**src/rtl/dmem_arbiter_if.sv**
```systemverilog
// Bundle of requester handshakes and the data-memory bus used by dmem_arbiter.
// The slave modport is the arbiter's view; the master modport is the requesters and memory.
interface dmem_arbiter_if #(
    parameter int DATA_W = 32,
    parameter int ADDR_W = 32
);
    logic              p0_req;
    logic              p0_wrt;
    logic [ADDR_W-1:0] p0_addr;
    logic [DATA_W-1:0] p0_wdata;
    logic              p0_gnt;
    logic              p0_done;
    logic              p0_err;
    logic [DATA_W-1:0] p0_rdata;

    logic              p1_req;
    logic              p1_wrt;
    logic [ADDR_W-1:0] p1_addr;
    logic [DATA_W-1:0] p1_wdata;
    logic              p1_gnt;
    logic              p1_done;
    logic              p1_err;
    logic [DATA_W-1:0] p1_rdata;

    logic              mem_read;
    logic              mem_wrt;
    logic [ADDR_W-1:0] mem_address;
    logic [DATA_W-1:0] mem_data_in;
    logic [DATA_W-1:0] mem_data_out;
    logic              busy;

    modport slave (
        input  p0_req, p0_wrt, p0_addr, p0_wdata,
        input  p1_req, p1_wrt, p1_addr, p1_wdata,
        input  mem_data_out,
        output p0_gnt, p0_done, p0_err, p0_rdata,
        output p1_gnt, p1_done, p1_err, p1_rdata,
        output mem_read, mem_wrt, mem_address, mem_data_in, busy
    );

    modport master (
        output p0_req, p0_wrt, p0_addr, p0_wdata,
        output p1_req, p1_wrt, p1_addr, p1_wdata,
        output mem_data_out,
        input  p0_gnt, p0_done, p0_err, p0_rdata,
        input  p1_gnt, p1_done, p1_err, p1_rdata,
        input  mem_read, mem_wrt, mem_address, mem_data_in, busy
    );
endinterface

```
**src/rtl/dmem_arbiter.sv**
```systemverilog
// Round-robin arbiter sharing a registered single-port data memory between two requesters.
// One operation per three cycles: grant/strobe, memory sample, capture/done.
module dmem_arbiter #(
    parameter int DATA_W    = 32,
    parameter int ADDR_W    = 32,
    parameter int MEM_DEPTH = 64
) (
    input  logic           clk,
    input  logic           rst,
    dmem_arbiter_if.slave  bus
);
    localparam logic [1:0] IDLE    = 2'd0;
    localparam logic [1:0] ACCESS  = 2'd1;
    localparam logic [1:0] CAPTURE = 2'd2;

    localparam logic [ADDR_W-1:0] LIMIT = ADDR_W'(MEM_DEPTH);

    logic [1:0]        state_reg;
    logic              last_reg;
    logic              port_reg;
    logic              wrt_reg;
    logic              oor_reg;
    logic [1:0]        gnt_reg;
    logic [1:0]        done_reg;
    logic [1:0]        err_reg;
    logic [DATA_W-1:0] rdata_reg [2];
    logic              mem_read_reg;
    logic              mem_wrt_reg;
    logic [ADDR_W-1:0] mem_address_reg;
    logic [DATA_W-1:0] mem_data_in_reg;
    logic              busy_reg;

    logic              win_next;
    logic              wrt_next;
    logic              oor_next;
    logic [ADDR_W-1:0] addr_next;
    logic [DATA_W-1:0] wdata_next;

    // last_reg holds the most recently granted port; it resets to 1 so port 0 wins the first tie.
    always_comb begin
        win_next   = bus.p1_req;
        if (bus.p0_req && bus.p1_req) begin
            win_next = ~last_reg;
        end
        wrt_next   = win_next ? bus.p1_wrt   : bus.p0_wrt;
        addr_next  = win_next ? bus.p1_addr  : bus.p0_addr;
        wdata_next = win_next ? bus.p1_wdata : bus.p0_wdata;
        oor_next   = (addr_next >= LIMIT);
    end

    always_ff @(posedge clk) begin
        if (rst) begin
            state_reg       <= IDLE;
            last_reg        <= 1'b1;
            port_reg        <= 1'b0;
            wrt_reg         <= 1'b0;
            oor_reg         <= 1'b0;
            gnt_reg         <= '0;
            done_reg        <= '0;
            err_reg         <= '0;
            rdata_reg[0]    <= '0;
            rdata_reg[1]    <= '0;
            mem_read_reg    <= 1'b0;
            mem_wrt_reg     <= 1'b0;
            mem_address_reg <= '0;
            mem_data_in_reg <= '0;
            busy_reg        <= 1'b0;
        end else begin
            gnt_reg  <= '0;
            done_reg <= '0;
            err_reg  <= '0;
            case (state_reg)
                IDLE: begin
                    if (bus.p0_req || bus.p1_req) begin
                        gnt_reg[win_next] <= 1'b1;
                        port_reg          <= win_next;
                        last_reg          <= win_next;
                        wrt_reg           <= wrt_next;
                        oor_reg           <= oor_next;
                        // Out-of-range commands never reach the memory bus at all.
                        if (!oor_next) begin
                            mem_address_reg <= addr_next;
                            mem_data_in_reg <= wdata_next;
                            mem_wrt_reg     <= wrt_next;
                            mem_read_reg    <= ~wrt_next;
                        end
                        busy_reg  <= 1'b1;
                        state_reg <= ACCESS;
                    end
                end
                ACCESS: begin
                    mem_read_reg <= 1'b0;
                    mem_wrt_reg  <= 1'b0;
                    state_reg    <= CAPTURE;
                end
                CAPTURE: begin
                    done_reg[port_reg] <= 1'b1;
                    err_reg[port_reg]  <= oor_reg;
                    if (!wrt_reg) begin
                        rdata_reg[port_reg] <= oor_reg ? '0 : bus.mem_data_out;
                    end
                    busy_reg  <= 1'b0;
                    state_reg <= IDLE;
                end
                default: begin
                    mem_read_reg <= 1'b0;
                    mem_wrt_reg  <= 1'b0;
                    busy_reg     <= 1'b0;
                    state_reg    <= IDLE;
                end
            endcase
        end
    end

    assign bus.p0_gnt      = gnt_reg[0];
    assign bus.p1_gnt      = gnt_reg[1];
    assign bus.p0_done     = done_reg[0];
    assign bus.p1_done     = done_reg[1];
    assign bus.p0_err      = err_reg[0];
    assign bus.p1_err      = err_reg[1];
    assign bus.p0_rdata    = rdata_reg[0];
    assign bus.p1_rdata    = rdata_reg[1];
    assign bus.mem_read    = mem_read_reg;
    assign bus.mem_wrt     = mem_wrt_reg;
    assign bus.mem_address = mem_address_reg;
    assign bus.mem_data_in = mem_data_in_reg;
    assign bus.busy        = busy_reg;
endmodule
```
**src/flat_wrapper.sv**
```systemverilog
// flat-port wrapper written by rule: the top's interface ports become plain ports
module dmem_arbiter_flat 
#(
    parameter int DATA_W    = 32,
    parameter int ADDR_W    = 32,
    parameter int MEM_DEPTH = 64
)
  (clk, rst, bus_p0_req, bus_p0_wrt, bus_p0_addr, bus_p0_wdata, bus_p1_req, bus_p1_wrt, bus_p1_addr, bus_p1_wdata, bus_mem_data_out, bus_p0_gnt, bus_p0_done, bus_p0_err, bus_p0_rdata, bus_p1_gnt, bus_p1_done, bus_p1_err, bus_p1_rdata, bus_mem_read, bus_mem_wrt, bus_mem_address, bus_mem_data_in, bus_busy);
  dmem_arbiter_if #(.DATA_W(DATA_W), .ADDR_W(ADDR_W)) bus_i ();
  input  logic clk;
  input  logic rst;
  input wire logic [$bits(bus_i.p0_req)-1:0] bus_p0_req;
  input wire logic [$bits(bus_i.p0_wrt)-1:0] bus_p0_wrt;
  input wire logic [$bits(bus_i.p0_addr)-1:0] bus_p0_addr;
  input wire logic [$bits(bus_i.p0_wdata)-1:0] bus_p0_wdata;
  input wire logic [$bits(bus_i.p1_req)-1:0] bus_p1_req;
  input wire logic [$bits(bus_i.p1_wrt)-1:0] bus_p1_wrt;
  input wire logic [$bits(bus_i.p1_addr)-1:0] bus_p1_addr;
  input wire logic [$bits(bus_i.p1_wdata)-1:0] bus_p1_wdata;
  input wire logic [$bits(bus_i.mem_data_out)-1:0] bus_mem_data_out;
  output wire logic [$bits(bus_i.p0_gnt)-1:0] bus_p0_gnt;
  output wire logic [$bits(bus_i.p0_done)-1:0] bus_p0_done;
  output wire logic [$bits(bus_i.p0_err)-1:0] bus_p0_err;
  output wire logic [$bits(bus_i.p0_rdata)-1:0] bus_p0_rdata;
  output wire logic [$bits(bus_i.p1_gnt)-1:0] bus_p1_gnt;
  output wire logic [$bits(bus_i.p1_done)-1:0] bus_p1_done;
  output wire logic [$bits(bus_i.p1_err)-1:0] bus_p1_err;
  output wire logic [$bits(bus_i.p1_rdata)-1:0] bus_p1_rdata;
  output wire logic [$bits(bus_i.mem_read)-1:0] bus_mem_read;
  output wire logic [$bits(bus_i.mem_wrt)-1:0] bus_mem_wrt;
  output wire logic [$bits(bus_i.mem_address)-1:0] bus_mem_address;
  output wire logic [$bits(bus_i.mem_data_in)-1:0] bus_mem_data_in;
  output wire logic [$bits(bus_i.busy)-1:0] bus_busy;
  assign bus_i.p0_req = bus_p0_req;
  assign bus_i.p0_wrt = bus_p0_wrt;
  assign bus_i.p0_addr = bus_p0_addr;
  assign bus_i.p0_wdata = bus_p0_wdata;
  assign bus_i.p1_req = bus_p1_req;
  assign bus_i.p1_wrt = bus_p1_wrt;
  assign bus_i.p1_addr = bus_p1_addr;
  assign bus_i.p1_wdata = bus_p1_wdata;
  assign bus_i.mem_data_out = bus_mem_data_out;
  assign bus_p0_gnt = bus_i.p0_gnt;
  assign bus_p0_done = bus_i.p0_done;
  assign bus_p0_err = bus_i.p0_err;
  assign bus_p0_rdata = bus_i.p0_rdata;
  assign bus_p1_gnt = bus_i.p1_gnt;
  assign bus_p1_done = bus_i.p1_done;
  assign bus_p1_err = bus_i.p1_err;
  assign bus_p1_rdata = bus_i.p1_rdata;
  assign bus_mem_read = bus_i.mem_read;
  assign bus_mem_wrt = bus_i.mem_wrt;
  assign bus_mem_address = bus_i.mem_address;
  assign bus_mem_data_in = bus_i.mem_data_in;
  assign bus_busy = bus_i.busy;
  dmem_arbiter #(.DATA_W(DATA_W), .ADDR_W(ADDR_W), .MEM_DEPTH(MEM_DEPTH)) u_core (.clk(clk), .rst(rst), .bus(bus_i));
endmodule
```
**config.mk**
```make
export PLATFORM = sky130hd
export DESIGN_NAME = dmem_arbiter_flat
export DESIGN_NICKNAME = d
export VERILOG_FILES = /design/src/rtl/dmem_arbiter_if.sv /design/src/rtl/dmem_arbiter.sv /design/src/flat_wrapper.sv
export SDC_FILE = /design/constraint.sdc
export NUM_CORES = 1
export LEC_CHECK = 0
export BUFFER_PORTS_ARGS = -buffer_cell sky130_fd_sc_hd__buf_2
export CAP_MARGIN = 30
export CORE_ASPECT_RATIO = 0.9
export CORE_MARGIN = 4
export CORE_UTILIZATION = 45
export DETAILED_ROUTE_END_ITERATION = 8
export PLACE_DENSITY_LB_ADDON = 0.1
export SLEW_MARGIN = 15
export SYNTH_ARGS = -nofsm -noshare
export SYNTH_HDL_FRONTEND = slang
export SYNTH_SLANG_ARGS = --single-unit
```
**constraint.sdc**
```tcl
create_clock -name clk -period 2.91 [get_ports clk]
set_input_delay 0.582 -clock clk [delete_from_list [all_inputs] [get_ports clk]]
set_output_delay 0.582 -clock clk [all_outputs]
set_load 0.02 [all_outputs]
```
After elaboration in Yosys (flattened, before gate mapping) --
Memory sizes are Yosys's and may differ from the RTL's. Cells that the tools add are included.
Word-level totals: register bits 79, memory bits (writable) 64, input bits 166, output and inout bits 137, logic and storage cells 71, memories 1
Operators by class: magnitude comparators 5, eq/ne operators 4, muxes and demuxes 28, bitwise logic cells 8, reductions and logical operators 12
Memory list:
- u_core.rdata_reg | depth 2, width 32, read ports 2, clocked after memory_dff 0, write ports 2, RTL line dmem_arbiter.sv:26 | logic [DATA_W-1:0] rdata_reg [2];
Operators by type and width (count):
- 32-bit 2-to-1 mux | 4
- 32-bit by 7-bit greater-or-equal comparator with 1-bit output (second input constant) | 1
- 32-bit OR reduction | 1
- 1-bit 2-to-1 mux | 17
- 1-bit NOT | 7
- 1-bit case mux with 2 select lines | 3
- 3-bit AND reduction | 2
- 1-bit by 2-bit < comparator with 1-bit output (second input constant) | 2
- 2-bit case mux with 2 select lines | 1
- 2-bit AND reduction | 2
- 1-bit logical AND | 3
- 3-bit OR reduction | 1
- 2-bit AND | 1
- 1-bit demux with 1-bit select | 2
- 2-bit by 1-bit == test with 1-bit output (second input constant) | 1
- 2-bit == test (second input constant) | 1
- 1-bit greater-or-equal comparator (second input constant) | 2
- 2-bit logical NOT | 1
- 2-bit 2-to-1 mux | 1
- 2-bit by 1-bit inequality test with 1-bit output (second input constant) | 1
- 2-bit inequality test (second input constant) | 1
- 2-bit OR reduction | 1
- 1-bit logical OR | 1

Longest topological paths before layout --
Gate-level depths: netlist of run 1.
depth in word-level cells 7, gate-level depth with buffers 8, mapped depth without buffers 5

Least setup slack after synthesis of run 1 --
No wires, ideal clock.
kind input -> register, start input port rst, end memory u_core.rdata_reg[0][0] (enable), library setup time 0.389 ns, arrival 2.280 ns, data required time 2.521 ns, path slack 0.241 ns, stages 6, path through nor2_1 -> nand2_1 -> or3_1 -> clkbuf_1 -> clkbuf_1 -> nand2_1
RTL lines:
- start: declaration | RTL line flat_wrapper.sv:11 | input logic rst;
- end: declaration | RTL line dmem_arbiter.sv:26

Worst setup path after layout of run 1 --
start register u_core.last_reg, end register u_core.mem_data_in_reg[9], in the netlist u_core.bus.mem_data_in[9]
On the way: longest elaborated chain between the ends 6
RTL lines:
- start: declaration | RTL line dmem_arbiter.sv:19 | logic last_reg;
- start signal: assignment | RTL line dmem_arbiter.sv:77 | last_reg <= win_next;
- 1-bit NOT * | RTL line dmem_arbiter.sv:43 | win_next = ~last_reg;
- 1-bit 2-to-1 mux * | RTL line dmem_arbiter.sv:42 | if (bus.p0_req && bus.p1_req) begin
- 32-bit 2-to-1 mux | RTL line dmem_arbiter.sv:46 | addr_next = win_next ? bus.p1_addr : bus.p0_addr;
- 32-bit by 7-bit greater-or-equal comparator with 1-bit output | RTL line dmem_arbiter.sv:48 | oor_next = (addr_next >= LIMIT);
- 1-bit NOT (no line)
- 3-bit AND reduction (no line)
- end signal: assignment | RTL line dmem_arbiter.sv:83 | mem_data_in_reg <= wdata_next;
- end: declaration | RTL line dmem_arbiter.sv:30 | logic [DATA_W-1:0] mem_data_in_reg;
Mark *: on every way between the ends. The rest lies on a longest branch, timed or not. A chain may end at the register's enable or synchronous reset.

==> results of run 1 <==
-- per-layer routing --
| layer | track usage | vias to the layer above |
|---|---|---|
| met5 | 0 | - |
| met4 | 0.0658 | 0 |
| met3 | 0.0742 | 22 |
| met2 | 0.359 | 201 |
| met1 | 0.277 | 2402 |
| li1 | - | 2471 |
-- report_power, final --
group          internal (mW)  switching [mW]  total, mW
sequential              2.15          0.0195       2.17
combinational          0.170           0.273      0.443
clock                   1.18           0.812       1.99
-- through the flow --
stage / hold slack, ns / setup slack [ns] / power (mW) / util / instances
final: 0.465 / 0.692 / 4.60 / 0.632 / 1028
after global routing: 0.486 / 0.590 / 4.78 / 0.632 / 1028
after CTS: 0.469 / 0.717 / 4.63 / 0.632 / 1028
after detailed placement: 0.454 / 0.401 / 2.65 / 0.589 / 996
after global placement: 0.445 / 0.474 / 2.64 / 0.589 / 996
after floorplan: 0.431 / 0.241 / 2.44 / - / 558
-- synth_stat cells --
cell type	number
nand2_1	116
dfxtp_1	79
nor2_1	72
edfxtp_1	64
a21oi_1	41
nor2b_1	39
clkbuf_1	33
and3_1	28
mux2_4	23
mux2_2	15
nor4_1	10
nand3_1	4
nor3_1	4
buf_6	3
mux2i_1	3
nand2b_1	3
nand4_1	3
and2_1	2
buf_4	2
inv_1	2
a21bo_1	1
a21boi_2	1
a221o_1	1
a22oi_1	1
a31o_2	1
buf_2	1
clkinv_1	1
nand4b_1	1
nor3b_1	1
o21ai_1	1
o32ai_1	1
or3_1	1
-- kinds of logic (layout without fill, tap and decap cells) --
family,Yosys count,count (layout),synth area share
muxes,41,41,0.0938
buffers and inverters,42,348,0.0326
DFF,143,143,0.604
and+or+nand+nor,284,284,0.224
AOI/OAI and AO/OA,48,48,0.0459
-- final timing paths --
| path | slack [ns] | cells after the start | endpoint | start |
|---|---|---|---|---|
| worst min-delay path | 0.47 | 1 | u_core.err_reg[1] | u_core.oor_reg |
| worst min register to register | 0.47 | 1 | u_core.err_reg[1] | u_core.oor_reg |
| worst max-delay path | 0.69 | 6 | u_core.bus.mem_data_in[9] | u_core.last_reg |
| worst max register to register | 0.69 | 6 | u_core.bus.mem_data_in[9] | u_core.last_reg |
-- final cells by class --
class,count,share of cell area
Clock inverter,13,0.0142
Clock buffer,19,0.0542
Multi-Input combinational cell,373,0.265
Timing Repair Buffer,313,0.201
Tap cell,164,0.0257
Inverter,3,0.00141
Sequential cell,143,0.438
-- worst max-delay path, cell delays in order (launching register included) --
cell     delay [ns]
dfxtp_1        0.43
a21bo_1        0.47
nand4_1        0.16
a22oi_1        0.26
nand4_1        0.18
buf_12         0.27
mux2_4         0.33
==> results.yml, run 1 <==
layout:
  synthToLayoutAreaGrowth_pct: 37.7
  finalNetCount: 1017
  nFillCells: 1079
  largest_register_ffs: 64
  final_common_cell: "buf_2"
  final_cell_area_sq_um: 7990
  final_cell_mix: "302 x buf_2, 116 x nand2_1, 79 x dfxtp_1"
  register_area_sq_um: 3500
  insertedDiodeCount: 0
  drive_above_1_share: 0.443
  multiInputGateArea_sq_um: 2120
floorplanning:
  die_area_sq_um: 14800
  coreArea_sq_um: 12600
  ios: 303
  std_cell_rows: 39
  dieHeight_um: 116
  die_w_um: 128
  start_util: 0.459
clocking:
  clkTransAtPathRegs_ns: 0.06
  clockBufferDepth: 2
  htreeDepth: 4
  clk_latency_ns: 0.40
  cts_num_sinks: 143
  cts_resized: 0
  clockRootBuffer: "clkbuf_16"
  cts_tree: "done"
  cts_buffers: 17
  ctsHoldBuffers: 0
  post-cts-setup-buffers: 0
timing:
  rsz0062_at_grt: "no"
  fmax_mhz: 451
  tightest_slew_ns: 0.807
  setup_viol: 0
  slew_violations: 0
  max_slew_margin: 0.462
  min_period_ns: 2.22
  finalClockSkew_ns: 0.0105
  timing.final.crit_share: 0.762
  tns_ns: 0
  hold_viol: 0
synthesis:
  ys_seq_area_frac: 0.604
  syn-num-nets: 724
  yosysWarnings: 0
  avgSynthCellArea_sq_um: 10.4
  yosysTopAreaCell: "edfxtp_1"
  synth_cells: 558
  netlist.area_leader.share: 0.331
  synth_seq_cells: 143
  synth_area_leaders: "edfxtp_1 33%, dfxtp_1 27%, nand2_1 7.5%"
  synth_area_sq_um: 5800
  ys_types: 32
drt:
  met1_length_um: 7070
  wirelength_um: 16800
  highest_layer: "met4"
  wl_per_cell_um: 16.3
  avgViaCountPerCell: 4.96
  antenna_left: 0
  drt_first_pass_iters: 6
  dr.first_iter.drc_count: 374
  met2WireLength_um: 8020
  wl_met3_um: 1420
  vias: 5096
  drc_errors: 0
outcome:
  status: "finished, final reports clean"
place:
  place.gp.congestion: 0.972
  io_buffers: 302
  place_area_sq_um: 7440
  dpl.hpwl_um: 12300
grt:
  antenna_found_initial: 0
  grt_pass1_wl_um: 25400
  grt_usage: 0.219
  grt_overflow: 0
  grt_max_degree: 84
  grt_pass1_vias: 5021
pwr:
  peakVddDrop_uv: 447
  power_leakage_nw: 4.06
  power_density_nw_per_um2: 576
worst_setup_path:
  endpoint_kind: "register"
  path_max_fanout: 65
  critPathKind: "register to register"
  worstPathArrival_ns: 2.51
  start_kind: "register"
  cp.required_ns: 3.20
flow_run:
  max_cap_viol_count: 0
worst_hold_path:
  hold_class: "register to register"
Note: power is estimated with default switching activity, not from simulation.
==> run 2: changes to the inputs <==
clock period = 2.21 ns   (was 2.91 ns; I/O delays follow)
==> results.yml, run 2 (synthesis results as in run 1) <==
layout:
  final_common_cell: "buf_2"
  finalNetCount: 1023
  final_cells: 1034
  synthToLayoutAreaGrowth_pct: 38.7
  register_area_sq_um: 3500
  largest_register_ffs: 64
  final_cell_area_sq_um: 8050
  drive_above_1_share: 0.445
  nFillCells: 1060
  multiInputGateArea_sq_um: 2130
  final_cell_mix: "302 x buf_2, 114 x nand2_1, 79 x dfxtp_1"
  insertedDiodeCount: 0
timing:
  tns_ns: 0
  finalClockSkew_ns: 0.00542
  timing.final.crit_share: 0.871
  min_period_ns: 1.93
  setup_viol: 0
  rsz0062_at_grt: "no"
  max_slew_margin: 0.632
  layout_setup_ws_ns: 0.284
  hold_viol: 0
  tightest_slew_ns: 0.548
  slew_violations: 0
  hold_ws_ns: 0.353
  fmax_mhz: 519
worst_setup_path:
  worstPathArrival_ns: 2.22
  critPathKind: "register to register"
  endpoint_kind: "register"
  cp.required_ns: 2.51
  start_kind: "register"
  path_max_fanout: 40
place:
  dpl.hpwl_um: 12100
  place.gp.congestion: 0.903
  place_area_sq_um: 7520
  io_buffers: 302
  preCtsSetupSlack_ns: -0.0490
  place_inst: 1002
pwr:
  combPwrFrac: 0.099
  switchingPower_mw: 1.38
  seq_power_share: 0.479
  p_int_mw: 4.58
  sw_frac_of_total: 0.231
  power_leakage_nw: 4.08
  power_density_nw_per_um2: 740
  peakVddDrop_uv: 470
  power_frac_clock: 0.422
flow_run:
  max_cap_viol_count: 0
drt:
  antenna_left: 0
  wl_per_cell_um: 15.8
  dr.first_iter.drc_count: 325
  drt_first_pass_iters: 4
  vias: 4978
  drc_errors: 0
  avgViaCountPerCell: 4.81
  wirelength_um: 16300
grt:
  grt_overflow: 0
  grt_pass1_vias: 4921
  grt_pass1_wl_um: 24400
  antenna_found_initial: 0
  grt_usage: 0.212
  grt_max_degree: 54
clocking:
  cts_buffers: 17
  ctsHoldBuffers: 0
  clockRootBuffer: "clkbuf_16"
  clkTransAtPathRegs_ns: 0.06
  post-cts-setup-buffers: 0
  cts_resized: 0
  clk_latency_ns: 0.41
  htreeDepth: 4
  cts_tree: "done"
  clockBufferDepth: 2
  cts_num_sinks: 143
floorplanning:
  ios: 303
  dieHeight_um: 116
  coreArea_sq_um: 12600
  die_area_sq_um: 14800
  start_util: 0.459
  die_w_um: 128
  std_cell_rows: 39
worst_hold_path:
  hold_class: "input port to register"
outcome:
  status: "finished, final reports clean"
==> run 2: per-layer routing <==
metal / GRT usage / up-vias / share of wire
met5: 0 / - / 0
met4: 0.0601 / 0 / 0.012
met3: 0.0659 / 14 / 0.080
met2: 0.361 / 190 / 0.48
li1: - / 2480 / -
met1: 0.264 / 2294 / 0.42
==> run 2: layout make-up <==
cell class,instances,area share
Clock inverter,6,0.00466
Tap cell,164,0.0255
Timing Repair Buffer,319,0.208
Multi-Input combinational cell,373,0.264
Clock buffer,26,0.0608
Sequential cell,143,0.435
Inverter,3,0.00140
==> run 2: worst paths after layout <==
path | from | to | slack (ns) | cells after the start
worst max-delay path | u_core.last_reg | u_core.bus.mem_address[24] | 0.28 | 8
worst max register to register | u_core.last_reg | u_core.bus.mem_address[24] | 0.28 | 8
worst min-delay path | bus_mem_data_out[29] | u_core.rdata_reg[1][29] | 0.35 | 3
worst min register to register | u_core.bus.mem_read | u_core.bus.mem_read | 0.47 | 2
==> run 2: metrics by stage <==
step | power [mW] | util
finish | 5.96 | 0.637
detailed placement | 3.50 | 0.595
global route | 6.19 | 0.637
global placement | 3.49 | 0.595
CTS | 6.01 | 0.637
floorplan | 3.21 | -
==> run 2: critical path: stages, from the launching register on <==
cell      delay, ns
dfxtp_1        0.35
a21boi_4       0.25
buf_4          0.26
nand3_1        0.09
nand2_1        0.10
nand4_1        0.14
buf_12         0.24
buf_12         0.18
and3_1         0.18
==> run 2: power groups by stage <==
stage / sequential, mW / combinational [mW] / clock (mW)
2_1_floorplan: 2.98 / 0.227 / 0
3_3_place_gp: 2.91 / 0.584 / 0
3_5_place_dp: 2.91 / 0.593 / 0
4_1_cts: 2.85 / 0.595 / 2.56
5_1_grt: 2.86 / 0.651 / 2.68
6_report: 2.85 / 0.590 / 2.51
